<file path="src/rtl/vga_text_fetch_arbiter_if.sv">
// vga_text_fetch_arbiter_if: CPU request/ack bus into the video RAM arbiter.
// The requester holds req and its fields stable until ack.
interface vga_text_fetch_arbiter_if;
   logic        req;
   logic        we;
   logic [15:0] addr;
   logic [15:0] wdata;
   logic        ack;
   logic [15:0] rdata;
   modport master (output req, we, addr, wdata, input ack, rdata);
   modport slave  (input req, we, addr, wdata, output ack, rdata);
endinterface

</file>
<file path="src/rtl/vga_text_fetch_arbiter.sv">
// vga_text_fetch_arbiter: shares the video RAM between the CPU bus and the text-mode glyph fetcher.
// Defining VGA_STALL_STATS_EN adds the cpu_stall_cnt output.
module vga_text_fetch_arbiter #(
   parameter logic [9:0]  H_DISPLAY_START = 10'd144,
   parameter logic [9:0]  V_DISPLAY_START = 10'd33,
   parameter int          TILES_PER_ROW   = 80,
   parameter logic [15:0] TILE_BASE       = 16'h8000,
   parameter logic [15:0] GLYPH_BASE      = 16'hC000
) (
   input  logic                    clk,
   input  logic                    clr,
   input  logic                    pix_en,
   input  logic [9:0]              column_internal,
   input  logic [9:0]              row_internal,
   vga_text_fetch_arbiter_if.slave cpu,
   output logic [15:0]             mem_addr,
   output logic                    mem_we,
   output logic [15:0]             mem_wdata,
   input  logic [15:0]             mem_rdata,
   output logic [7:0]              glyph_row,
   output logic [7:0]              glyph_attr,
   output logic                    glyph_valid,
`ifdef VGA_STALL_STATS_EN
   output logic [15:0]             cpu_stall_cnt,
`endif
   output logic                    underrun
);
   localparam logic [6:0] TILES = 7'(TILES_PER_ROW);
   typedef enum logic [2:0] {IDLE, V_TILE, V_GLYPH, V_DONE, C_ACC, C_ACK} state_t;
   state_t      state, state_nxt;
   logic [9:0]  rel_row, rel_col;
   logic [6:0]  k;
   logic        disp_row, on_grid, fetch_trig, promote, line_end;
   logic        vid_pending, staged_valid;
   logic [15:0] tile_addr;
   logic [2:0]  line;
   logic [7:0]  attr, staged_glyph, staged_attr;
   assign rel_row    = row_internal - V_DISPLAY_START;
   assign rel_col    = column_internal - (H_DISPLAY_START - 10'd8);
   assign k          = rel_col[9:3];
   assign disp_row   = row_internal >= V_DISPLAY_START && row_internal < V_DISPLAY_START + 10'd480;
   assign on_grid    = disp_row && pix_en && column_internal >= H_DISPLAY_START - 10'd8 &&
                       rel_col[2:0] == 3'd0 && k <= TILES;
   assign fetch_trig = on_grid && k < TILES;
   assign promote    = on_grid && k != 7'd0;
   assign line_end   = pix_en && column_internal == H_DISPLAY_START + 10'd640;
   always_ff @(posedge clk) state <= clr ? IDLE : state_nxt;
   always_comb begin
      state_nxt = IDLE;
      mem_addr  = '0;
      mem_we    = 1'b0;
      mem_wdata = '0;
      cpu.ack   = 1'b0;
      cpu.rdata = '0;
      case (state)
         // V_DONE dispatches like IDLE, so a CPU access behind a fetch waits only the 3 video cycles
         IDLE, V_DONE: state_nxt = (vid_pending || fetch_trig) ? V_TILE : cpu.req ? C_ACC : IDLE;
         V_TILE: begin
            mem_addr  = tile_addr;
            state_nxt = V_GLYPH;
         end
         V_GLYPH: begin
            mem_addr  = GLYPH_BASE + {5'b0, mem_rdata[7:0], 3'b000} + {13'b0, line};
            state_nxt = V_DONE;
         end
         C_ACC: begin
            mem_addr  = cpu.addr;
            mem_we    = cpu.we;
            mem_wdata = cpu.wdata;
            state_nxt = C_ACK;
         end
         C_ACK: begin
            cpu.ack   = 1'b1;
            cpu.rdata = mem_rdata;
         end
         default: ;
      endcase
   end
   always_ff @(posedge clk) begin
      if (clr) begin
         vid_pending  <= 1'b0;
         staged_valid <= 1'b0;
         tile_addr    <= '0;
         line         <= '0;
         attr         <= '0;
         staged_glyph <= '0;
         staged_attr  <= '0;
         glyph_row    <= '0;
         glyph_attr   <= '0;
         glyph_valid  <= 1'b0;
         underrun     <= 1'b0;
      end else begin
         if (state == V_TILE) vid_pending <= 1'b0;
         if (fetch_trig) begin
            vid_pending <= 1'b1;
            tile_addr   <= TILE_BASE + {3'b0, rel_row[9:3], 6'b0} + {5'b0, rel_row[9:3], 4'b0} + {9'b0, k};
            line        <= rel_row[2:0];
         end
         if (state == V_GLYPH) attr <= mem_rdata[15:8];
         if (promote) begin
            glyph_row    <= staged_valid ? staged_glyph : 8'h00;
            glyph_attr   <= staged_valid ? staged_attr : glyph_attr;
            glyph_valid  <= staged_valid;
            underrun     <= underrun | ~staged_valid;
            staged_valid <= 1'b0;
         end else if (line_end) glyph_valid <= 1'b0;
         // a fetch completing on a promotion edge is staged for the following tile
         if (state == V_DONE) begin
            staged_glyph <= mem_rdata[7:0];
            staged_attr  <= attr;
            staged_valid <= 1'b1;
         end
      end
   end
`ifdef VGA_STALL_STATS_EN
   always_ff @(posedge clk)
      if (clr) cpu_stall_cnt <= '0;
      else if (cpu.req && !cpu.ack && cpu_stall_cnt != 16'hFFFF) cpu_stall_cnt <= cpu_stall_cnt + 16'd1;
`endif
endmodule
</file>
<file path="src/flat_wrapper.sv">
// flat-port wrapper written by rule: the top's interface ports become plain ports
module vga_text_fetch_arbiter_flat 
#(
   parameter logic [9:0]  H_DISPLAY_START = 10'd144,
   parameter logic [9:0]  V_DISPLAY_START = 10'd33,
   parameter int          TILES_PER_ROW   = 80,
   parameter logic [15:0] TILE_BASE       = 16'h8000,
   parameter logic [15:0] GLYPH_BASE      = 16'hC000
)
  (clk, clr, pix_en, column_internal, row_internal, mem_addr, mem_we, mem_wdata, mem_rdata, glyph_row, glyph_attr, glyph_valid, underrun, cpu_req, cpu_we, cpu_addr, cpu_wdata, cpu_ack, cpu_rdata);
  vga_text_fetch_arbiter_if cpu_i ();
  input  logic clk;
  input  logic clr;
  input  logic pix_en;
  input  logic [9:0] column_internal;
  input  logic [9:0] row_internal;
  output logic [15:0] mem_addr;
  output logic mem_we;
  output logic [15:0] mem_wdata;
  input  logic [15:0] mem_rdata;
  output logic [7:0] glyph_row;
  output logic [7:0] glyph_attr;
  output logic glyph_valid;
  output logic underrun;
  input wire logic [$bits(cpu_i.req)-1:0] cpu_req;
  input wire logic [$bits(cpu_i.we)-1:0] cpu_we;
  input wire logic [$bits(cpu_i.addr)-1:0] cpu_addr;
  input wire logic [$bits(cpu_i.wdata)-1:0] cpu_wdata;
  output wire logic [$bits(cpu_i.ack)-1:0] cpu_ack;
  output wire logic [$bits(cpu_i.rdata)-1:0] cpu_rdata;
  assign cpu_i.req = cpu_req;
  assign cpu_i.we = cpu_we;
  assign cpu_i.addr = cpu_addr;
  assign cpu_i.wdata = cpu_wdata;
  assign cpu_ack = cpu_i.ack;
  assign cpu_rdata = cpu_i.rdata;
  vga_text_fetch_arbiter #(.H_DISPLAY_START(H_DISPLAY_START), .V_DISPLAY_START(V_DISPLAY_START), .TILES_PER_ROW(TILES_PER_ROW), .TILE_BASE(TILE_BASE), .GLYPH_BASE(GLYPH_BASE)) u_core (.clk(clk), .clr(clr), .pix_en(pix_en), .column_internal(column_internal), .row_internal(row_internal), .cpu(cpu_i), .mem_addr(mem_addr), .mem_we(mem_we), .mem_wdata(mem_wdata), .mem_rdata(mem_rdata), .glyph_row(glyph_row), .glyph_attr(glyph_attr), .glyph_valid(glyph_valid), .underrun(underrun));
endmodule
</file>
<file path="config.mk">
export PLATFORM = sky130hd
export DESIGN_NAME = vga_text_fetch_arbiter_flat
export DESIGN_NICKNAME = d
export VERILOG_FILES = /design/src/rtl/vga_text_fetch_arbiter_if.sv /design/src/rtl/vga_text_fetch_arbiter.sv /design/src/flat_wrapper.sv
export SDC_FILE = /design/constraint.sdc
export NUM_CORES = 1
export LEC_CHECK = 0
export ABC_AREA = 1
export CORE_UTILIZATION = 45
export CTS_CLUSTER_SIZE = 20
export DETAILED_ROUTE_END_ITERATION = 8
export HOLD_SLACK_MARGIN = 0.12
export PLACE_DENSITY = 0.83
export SLEW_MARGIN = 20
export SYNTH_ARGS = -nofsm -noshare
export SYNTH_HDL_FRONTEND = slang
export SYNTH_SLANG_ARGS = --single-unit
</file>
<file path="constraint.sdc">
create_clock -name clk -period 4.3 [get_ports clk]
set_clock_uncertainty 0.15 [all_clocks]
set_input_delay 0.86 -clock clk [delete_from_list [all_inputs] [get_ports clk]]
set_output_delay 0.86 -clock clk [all_outputs]
set_load 0.005 [all_outputs]
</file>
* Word-level counts from Yosys, hierarchy flattened
Index checks and enable logic that the tools add are counted.
** Storage, ports and cells
- Logic and storage cells :: 64
- Bits of input ports :: 73
- Register bits after elaboration :: 66
** Operators by class
- Bitwise gates (word level) :: 2
- Reductions and logical operators :: 17
- $add $sub $neg :: 7
- Equal/unequal tests :: 6
- Magnitude comparators :: 5
- Multiplexer cells :: 15
** Operators by type and width (number)
- one-hot mux 16 bit (3 select lines) :: 1
- 2-to-1 mux 16 bit :: 2
- adder 15 x 12 -> 16 bit, first input constant :: 1
- adder 16 x 11 -> 16 bit :: 1
- adder 16 x 13 -> 16 bit, first input constant :: 1
- adder 16 x 3 -> 16 bit :: 1
- adder 16 x 7 -> 16 bit :: 1
- one-hot mux 3 bit (4 select lines) :: 1
- == test 10 bit, second input constant :: 1
- >= comparator 10 x 6 -> 1 bit, second input constant :: 1
- >= comparator 10 x 8 -> 1 bit, second input constant :: 1
- less-than comparator 10 bit, second input constant :: 1
- subtractor 10 x 6 -> 10 bit, second input constant :: 1
- subtractor 10 x 8 -> 10 bit, second input constant :: 1
- logical AND 1 bit :: 8
- 2-to-1 mux 1 bit :: 8
- 2-to-1 mux 8 bit :: 1
- less-or-equal comparator 7 bit, second input constant :: 1
- less-than comparator 7 bit, second input constant :: 1
- nonzero test 7 bit :: 1
- == test 3 x 2 -> 1 bit, second input constant :: 2
- == test 3 bit, second input constant :: 2
- zero test 3 bit :: 2
- 2-to-1 mux 3 bit :: 2
- other kinds (7) :: 9

* Logic depth before layout (Yosys ltp)
Gate-level depths: netlist of run 1.
- Word-level depth :: 10
- Depth in mapped cells :: 21

* Worst setup path after synthesis of run 1
Ideal clock, no wire load.
- Path type :: input port to flip-flop
- Start point :: input column_internal[3]
- End point :: register u_core.tile_addr[11]
- Cell stages on the path :: 18
- Arrival :: 3.198 ns
- Setup slack :: 0.834 ns
- Data required time :: 4.032 ns
- Path through :: inv_1 -> ha_1 -> nand2_1 -> nand2_1 -> nand3_1 -> nand2_2 -> inv_1 -> fa_1 -> inv_1 -> fa_1 -> nand3_1 -> nand2_1 -> nand2_1 -> nand2_1 -> nand2_1 -> nand2_1 -> xnor2_1 -> a21oi_2
** Between the ends
- Word-level cells in the longest chain between the ends :: 5
- Elaborated cells on any way between the ends :: 9
- Classes of those cells :: 2 x add/sub; 3 x order compare; 4 x reduce/logical
** Ends and longest elaborated chain
- from (decl) :: line flat_wrapper.sv:15 : input logic [9:0] column_internal;
- branches (longest 5 deep; another with adder 16 x 7 -> 16 bit)
- to (signal assigned) :: line vga_text_fetch_arbiter.sv:96 : tile_addr <= TILE_BASE + {3'b0, rel_row[9:3], 6'b0} + {5'b0, rel_row[9:3], 4'b0} + {9'b0, k};
- to (decl) :: line vga_text_fetch_arbiter.sv:35 : logic [15:0] tile_addr;
Parallel ways; which one is timed is not known.
A chain may end at the register's enable or synchronous reset.

* Worst setup path in the final report of run 1
- Start point :: input column_internal[3]
- End point :: register u_core.tile_addr[11]
** Between the ends
- Elaborated cells on any way between the ends :: 9
- Classes of those cells :: 2 x add/sub; 3 x order compare; 4 x reduce/logical
** RTL lines
- subtractor 10 x 8 -> 10 bit * :: line vga_text_fetch_arbiter.sv:39 : assign rel_col = column_internal - (H_DISPLAY_START - 10'd8);
- via u_core.rel_col[3] :: line vga_text_fetch_arbiter.sv:31 : logic [9:0] rel_row, rel_col;
- branches (longest 3 deep; another with adder 16 x 7 -> 16 bit)
Mark *: on every way through the listed nets, which the timed path passes.

==> results of run 1 <==
## through the flow
step	cells	power, W
6_report	803	0.00170
3_3_place_gp	787	0.00111
5_1_grt	803	0.00179
4_1_cts	803	0.00171
2_1_floorplan	561	0.000895
3_5_place_dp	787	0.00113
## critical path: stages
cell and delay, ns:
clkdlybuf4s50_1 0.52, inv_1 0.11, ha_1 0.25, nand2_1 0.08, nand2_1 0.07, nand2_1 0.07
nand2_1 0.07, nand2_2 0.14, inv_1 0.07, fa_1 0.51, inv_1 0.07, fa_1 0.45
nand3_1 0.10, nand2_1 0.08, nand2_1 0.06, nand2_1 0.05, nand2_1 0.05, nand2_1 0.07
xnor2_1 0.17, a21oi_2 0.07
## power by group through the flow
| stage | sequential [W] | combinational, W | clock, W |
|---|---|---|---|
| after global routing | 0.000637 | 0.000535 | 0.000621 |
| final | 0.000635 | 0.000482 | 0.000584 |
| after floorplan | 0.000644 | 0.000251 | 0 |
| after CTS | 0.000634 | 0.000483 | 0.000589 |
| after detailed placement | 0.000648 | 0.000478 | 0 |
| after global placement | 0.000647 | 0.000468 | 0 |
## kinds of logic after synthesis
family,Yosys count
buffers and inverters,108
AOI/OAI and AO/OA,115
adders and majority gates,19
DFF,65
xor gates and xnor gates,12
and+or+nand+nor,242
## state kept, by name, summed over array words and instances, names as in the netlist, 3 cells and up
| name | count |
|---|---|
| u_core.tile_addr | 15 |
| u_core.attr | 8 |
| u_core.glyph_attr | 8 |
| u_core.glyph_row | 8 |
| u_core.staged_attr | 8 |
| u_core.staged_glyph | 8 |
| u_core.line | 3 |
| u_core.state | 3 |
## final timing paths
path	to	slack (ns)	start	cells after the start
worst max-delay path	u_core.tile_addr[11]$_SDFFE_PP0P_	0.44	column_internal[3]	20
worst min-delay path	u_core.staged_attr[5]$_SDFFE_PP0P_	0.30	u_core.staged_attr[5]$_SDFFE_PP0P_	2
worst max register to register	u_core.staged_attr[3]$_SDFFE_PP0P_	2.00	u_core.state[0]$_SDFF_PP0_	5
worst min register to register	u_core.staged_attr[5]$_SDFFE_PP0P_	0.30	u_core.staged_attr[5]$_SDFFE_PP0P_	2
## placed cells by master, fill, tap and decap left out, drive strengths merged, types with 10 or more instances in the layout
| cell type | n |
|---|---|
| dfxtp | 65 |
| inv | 86 |
| clkdlybuf4s50 | 140 |
| ha | 17 |
| nand3 | 22 |
| nor2 | 81 |
| nand4 | 11 |
| nand2 | 111 |
| clkbuf | 10 |
| o21ai | 45 |
| a21oi | 57 |
## area by class of cell
| type | count | area [um^2] |
|---|---|---|
| Timing Repair Buffer | 144 | 1430 |
| Clock buffer | 10 | 138 |
| Fill cell | 693 | 2750 |
| Inverter | 85 | 324 |
| Sequential cell | 65 | 1300 |
| Tap cell | 105 | 131 |
| Multi-Input combinational cell | 388 | 2130 |
| Clock inverter | 6 | 90.1 |
## per-layer routing
metal | track usage | vias up | wire length (um)
li1 | - | 2060 | -
met1 | 0.310 | 1803 | 4660
met2 | 0.409 | 117 | 5270
met3 | 0.0515 | 21 | 613
met4 | 0.0669 | 0 | 185
met5 | 0 | - | 0
==> results.txt, run 1 <==
Vias in the first global route - 3671
CTS tree - built
Worst slew margin - 0.426
EDFF count, synth - 0
Gpl congestion - 0.806
Die Ht - 94.9 um
RSZ-0062 raised after global routing - false
Max Slew Vio Count - 0
Hold WS - 0.303 ns
DPL Wire Length - 8290 um
Final Hold Fails - 0
H-tree depth - 3
Pwr dens - 307 nW/um^2
Total Die Area - 9000 um^2
Setup TNS - 0 ns
Core area - 8300 um^2
Placed Area - 5320 um^2
ANT nets after route - 0
Post-route cell area - 5550 um^2
Pleak - 2.34 nW
Seq/Total Area, Yosys - 0.335
Post-synthesis simple-gate area fraction - 0.293
Largest family of logic cells by synthesized area - simple AND/OR/NAND/NOR gates
Most frequent cell after synthesis - nand2_1
CTS Hold Bufs - 0
Ranking of synthesized cells by area - dfxtp_1 (34%), nand2_1 (10%), inv_1 (7.7%), nor2_1 (7.0%), a21oi_1 (6.8%)
Initial Util - 0.468
Setup Slack @ Placement - 0.0947 ns
DRT Pass-1 Iters - 4
Critical Path AT - 3.94 ns
Slew @ Worst Pin - 0.857 ns
Final setup fails - 0
Port bufs - 140
Synth Cell Area - 3880 um^2
Status - complete, no violations
Worst Path Class, Setup - in -> reg
Fmax - 259 MHz
Clock Latency Late Sink - 0.34 ns
Setup WS post-layout - 0.440 ns
Buffer count from post-CTS setup fixing - 0
CP Capture Type - flip-flop
Clock slew at reported path FFs - 0.07 ns
Drt drc - 0
Worst path required time - 4.38 ns
Switch Pwr - 0.000498 W
Ys flop type - dfxtp_1
Internal power - 0.00120 W
P&R area growth vs syn - 43.0%
Clk sinks - 65
TritonCTS Buffers - 9
Syn. warnings - 0
Period utilisation layout - 0.898
Max cap viols - 0
Critical Path Fanout Max - 4
Clock Tree Buf Depth - 2
GR Overflow Total - 0
First-pass GRT wire length - 17100 um
Final core utilization - 0.669
Flop pwr share - 0.373
Synth Area in XOR/XNOR - 0.0271
Minimum clock period - 3.86 ns
Peak supply drop - 0.143 mV
Adder-cell area share of the yosys netlist - 0.0651
Die width - 94.9 um
Vias - 4001
Layout cells sized above 1 - 0.0802
CTS resizes - 0
Share of the synthesized area in the top cell type - 0.335
Clock share of power - 0.344
Post-Syn Instances - 561
Post-synthesis compound-gate area fraction - 0.163
Syn avg cell area - 6.92 um^2
Netlist cell types - 38
GRT Total Usage - 0.242
Crit start category - input port
Flops & latches, synth - 65
Synth top cells by count - nand2_1 (104), inv_1 (80), nor2_1 (72), dfxtp_1 (65), a21oi_1 (53)
Class of the worst hold path - reg -> reg
Site Rows - 33
CTS root buf - clkbuf_8
I/O pin count - 141
Largest net degree at the start of global routing - 34
Initial antenna violation count - 0
Vias per cell - 4.98
Multiplexer share of the synthesized area - 0
Logic pwr share - 0.283
Nets - 785
Post-Syn Nets - 653
Antenna diode count - 0
Synth area leader - dfxtp_1
Drt initial violations - 188
Sw frac - 0.293
Routed WL - 10700 um
Asr flop ratio synth - 0
WL per Instance - 13.4 um
(Power assumes the default switching activity.)
==> run 2, diff against run 1 <==
--- a/config.mk
+++ b/config.mk
@@ -15,3 +15,4 @@
 export SYNTH_ARGS = -nofsm -noshare
 export SYNTH_HDL_FRONTEND = slang
 export SYNTH_SLANG_ARGS = --single-unit
+export TNS_END_PERCENT = 50
==> results of run 2 <==
The final DEF is identical to that of run 1; final timing and power are the same.
==> run 3, diff against run 2 <==
--- a/config.mk
+++ b/config.mk
@@ -6,6 +6,7 @@
 export NUM_CORES = 1
 export LEC_CHECK = 0
 export ABC_AREA = 1
+export CORE_MARGIN = 2
 export CORE_UTILIZATION = 45
 export CTS_CLUSTER_SIZE = 20
 export DETAILED_ROUTE_END_ITERATION = 8
==> run 3 against run 2 <==
Net effect: wire length decreased by 1.3%; die area grew 4.3%; total power decreased by 4.5%; combinational power about the same; largest power group unchanged; worst setup slack lost 0.073 ns; highest routed layer unchanged; critical path type unchanged; clock-buffer cell count is 1 lower; hold slack improved by 0.0077 ns; utilization shrank 0.39 points.
==> results.txt, run 3 (synthesized netlist as in run 1, its figures left out) <==
Die Ht - 96.9 um
Initial Util - 0.468
Final Hold Fails - 0
Vias per cell - 5.03
Internal power - 0.00113 W
Layout cells sized above 1 - 0.0802
Core area - 8300 um^2
Drt initial violations - 157
Switch Pwr - 0.000499 W
Port bufs - 140
GRT Total Usage - 0.225
RSZ-0062 raised after global routing - false
CTS resizes - 0
Drt drc - 0
Routed WL - 10600 um
Crit start category - input port
Antenna diode count - 0
Clock share of power - 0.312
Total chip power - 0.00162 W
Nets - 785
Peak supply drop - 0.139 mV
Vias in the first global route - 3797
Clock slew at reported path FFs - 0.07 ns
Post-route cell area - 5520 um^2
Max Slew Vio Count - 0
Pwr dens - 294 nW/um^2
Clock Latency Late Sink - 0.35 ns
Vias - 4043
Worst Path Class, Setup - in -> reg
Largest net degree at the start of global routing - 36
Period utilisation layout - 0.915
Pleak - 2.31 nW
ANT nets after route - 0
Buffer count from post-CTS setup fixing - 0
Clock Tree Buf Depth - 2
Initial antenna violation count - 0
Gpl congestion - 0.897
Fin cells - 803
Most common cell after layout, fill and taps aside - clkdlybuf4s50_1
Flop2flop setup slack - 2.09 ns
First-pass GRT wire length - 17700 um
Final setup fails - 0
Class of the worst hold path - reg -> reg
Placed Cells - 787
Biggest register - u_core.tile_addr
Slew @ Worst Pin - 0.798 ns
Critical Path Fanout Max - 4
Worst r2r path cells - 6
Sw frac - 0.307
GR Overflow Total - 0
P&R area growth vs syn - 42.2%
WL per Instance - 13.2 um
DRT Pass-1 Iters - 5
Fmax - 254 MHz
Clk sinks - 65
Max cap viols - 0
Status - complete, no violations
Flop pwr share - 0.390
Total Die Area - 9380 um^2
CTS root buf - clkbuf_8
Die width - 96.9 um
Largest register FFs - 15
Layout fillers - 690
TritonCTS Buffers - 9
Worst path required time - 4.39 ns
DPL Wire Length - 8350 um
Logic pwr share - 0.297
I/O pin count - 141
Minimum clock period - 3.93 ns
Worst slew margin - 0.465
Hold Path Cell Cnt - 2
Setup TNS - 0 ns
CP Capture Type - flip-flop
H-tree depth - 3
CTS tree - built
Site Rows - 33
Critical Path AT - 4.02 ns
CTS Hold Bufs - 0
Placed Area - 5320 um^2
Commonest cells after routing, fill and taps aside - clkdlybuf4s50_1 (140), nand2_1 (104), inv_1 (80)
-- run 3: cell types whose count changed in the layout (fill, tap and decap cells not counted) --
cell,delta
clkinvlp_4,+2
bufinv_16,-1
clkbuf_8,-1
clkinv_2,+1
inv_6,-1
-- run 3: layout make-up --
cell class,instances,area (um^2),area share
multi-input cells,388,2130,0.387
clock inverters,7,71.3,0.0129
flip-flops and latches,65,1300,0.236
well taps,105,131,0.0238
clock buffers,9,124,0.0225
repair buffers,144,1430,0.259
inverters,85,324,0.0587
-- run 3: path summary, 6_finish.rpt --
check | startpoint | endpoint
setup / recovery | column_internal[3] | u_core.tile_addr[11]$_SDFFE_PP0P_
hold / removal | u_core.staged_attr[3]$_SDFFE_PP0P_ | u_core.staged_attr[3]$_SDFFE_PP0P_
setup reg to reg | u_core.state[0]$_SDFF_PP0_ | u_core.state[2]$_SDFF_PP0_
hold reg to reg | u_core.staged_attr[3]$_SDFFE_PP0P_ | u_core.staged_attr[3]$_SDFFE_PP0P_
-- run 3: worst max-delay path: stages --
cell	delay, ns
clkdlybuf4s50_1	0.52
inv_1	0.11
ha_1	0.26
nand2_1	0.08
nand2_1	0.07
nand2_1	0.07
nand2_1	0.07
nand2_2	0.13
inv_1	0.07
fa_1	0.51
inv_1	0.07
fa_1	0.46
nand3_1	0.11
nand2_1	0.08
nand2_1	0.06
nand2_1	0.05
nand2_1	0.05
nand2_1	0.08
xnor2_1	0.21
a21oi_2	0.08
-- run 3: power groups by stage --
stage                     combinational [W]  sequential (W)  clock [W]
after floorplan                    0.000251        0.000644          0
after global placement             0.000468        0.000647          0
final                              0.000483        0.000634   0.000507
after detailed placement           0.000480        0.000648          0
after CTS                          0.000484        0.000634   0.000513
after global routing               0.000536        0.000637   0.000542
-- run 3: per-layer routing --
layer  routed length [um]  part of all wire  track usage
met1                 4650              0.44        0.286
met2                 5110              0.48        0.382
met3                  587             0.055       0.0470
met4                  236             0.022       0.0683
met5                    0                 0            0
-- run 3: per-stage QoR --
step,utilization,hold slack [ns],worst slack (ns)
6_report,0.665,0.311,0.367
4_1_cts,0.665,0.310,0.380
3_5_place_dp,0.641,0.300,0.0133
5_1_grt,0.665,0.343,0.137
2_1_floorplan,-,0.279,0.834
3_3_place_gp,0.641,0.291,0.195
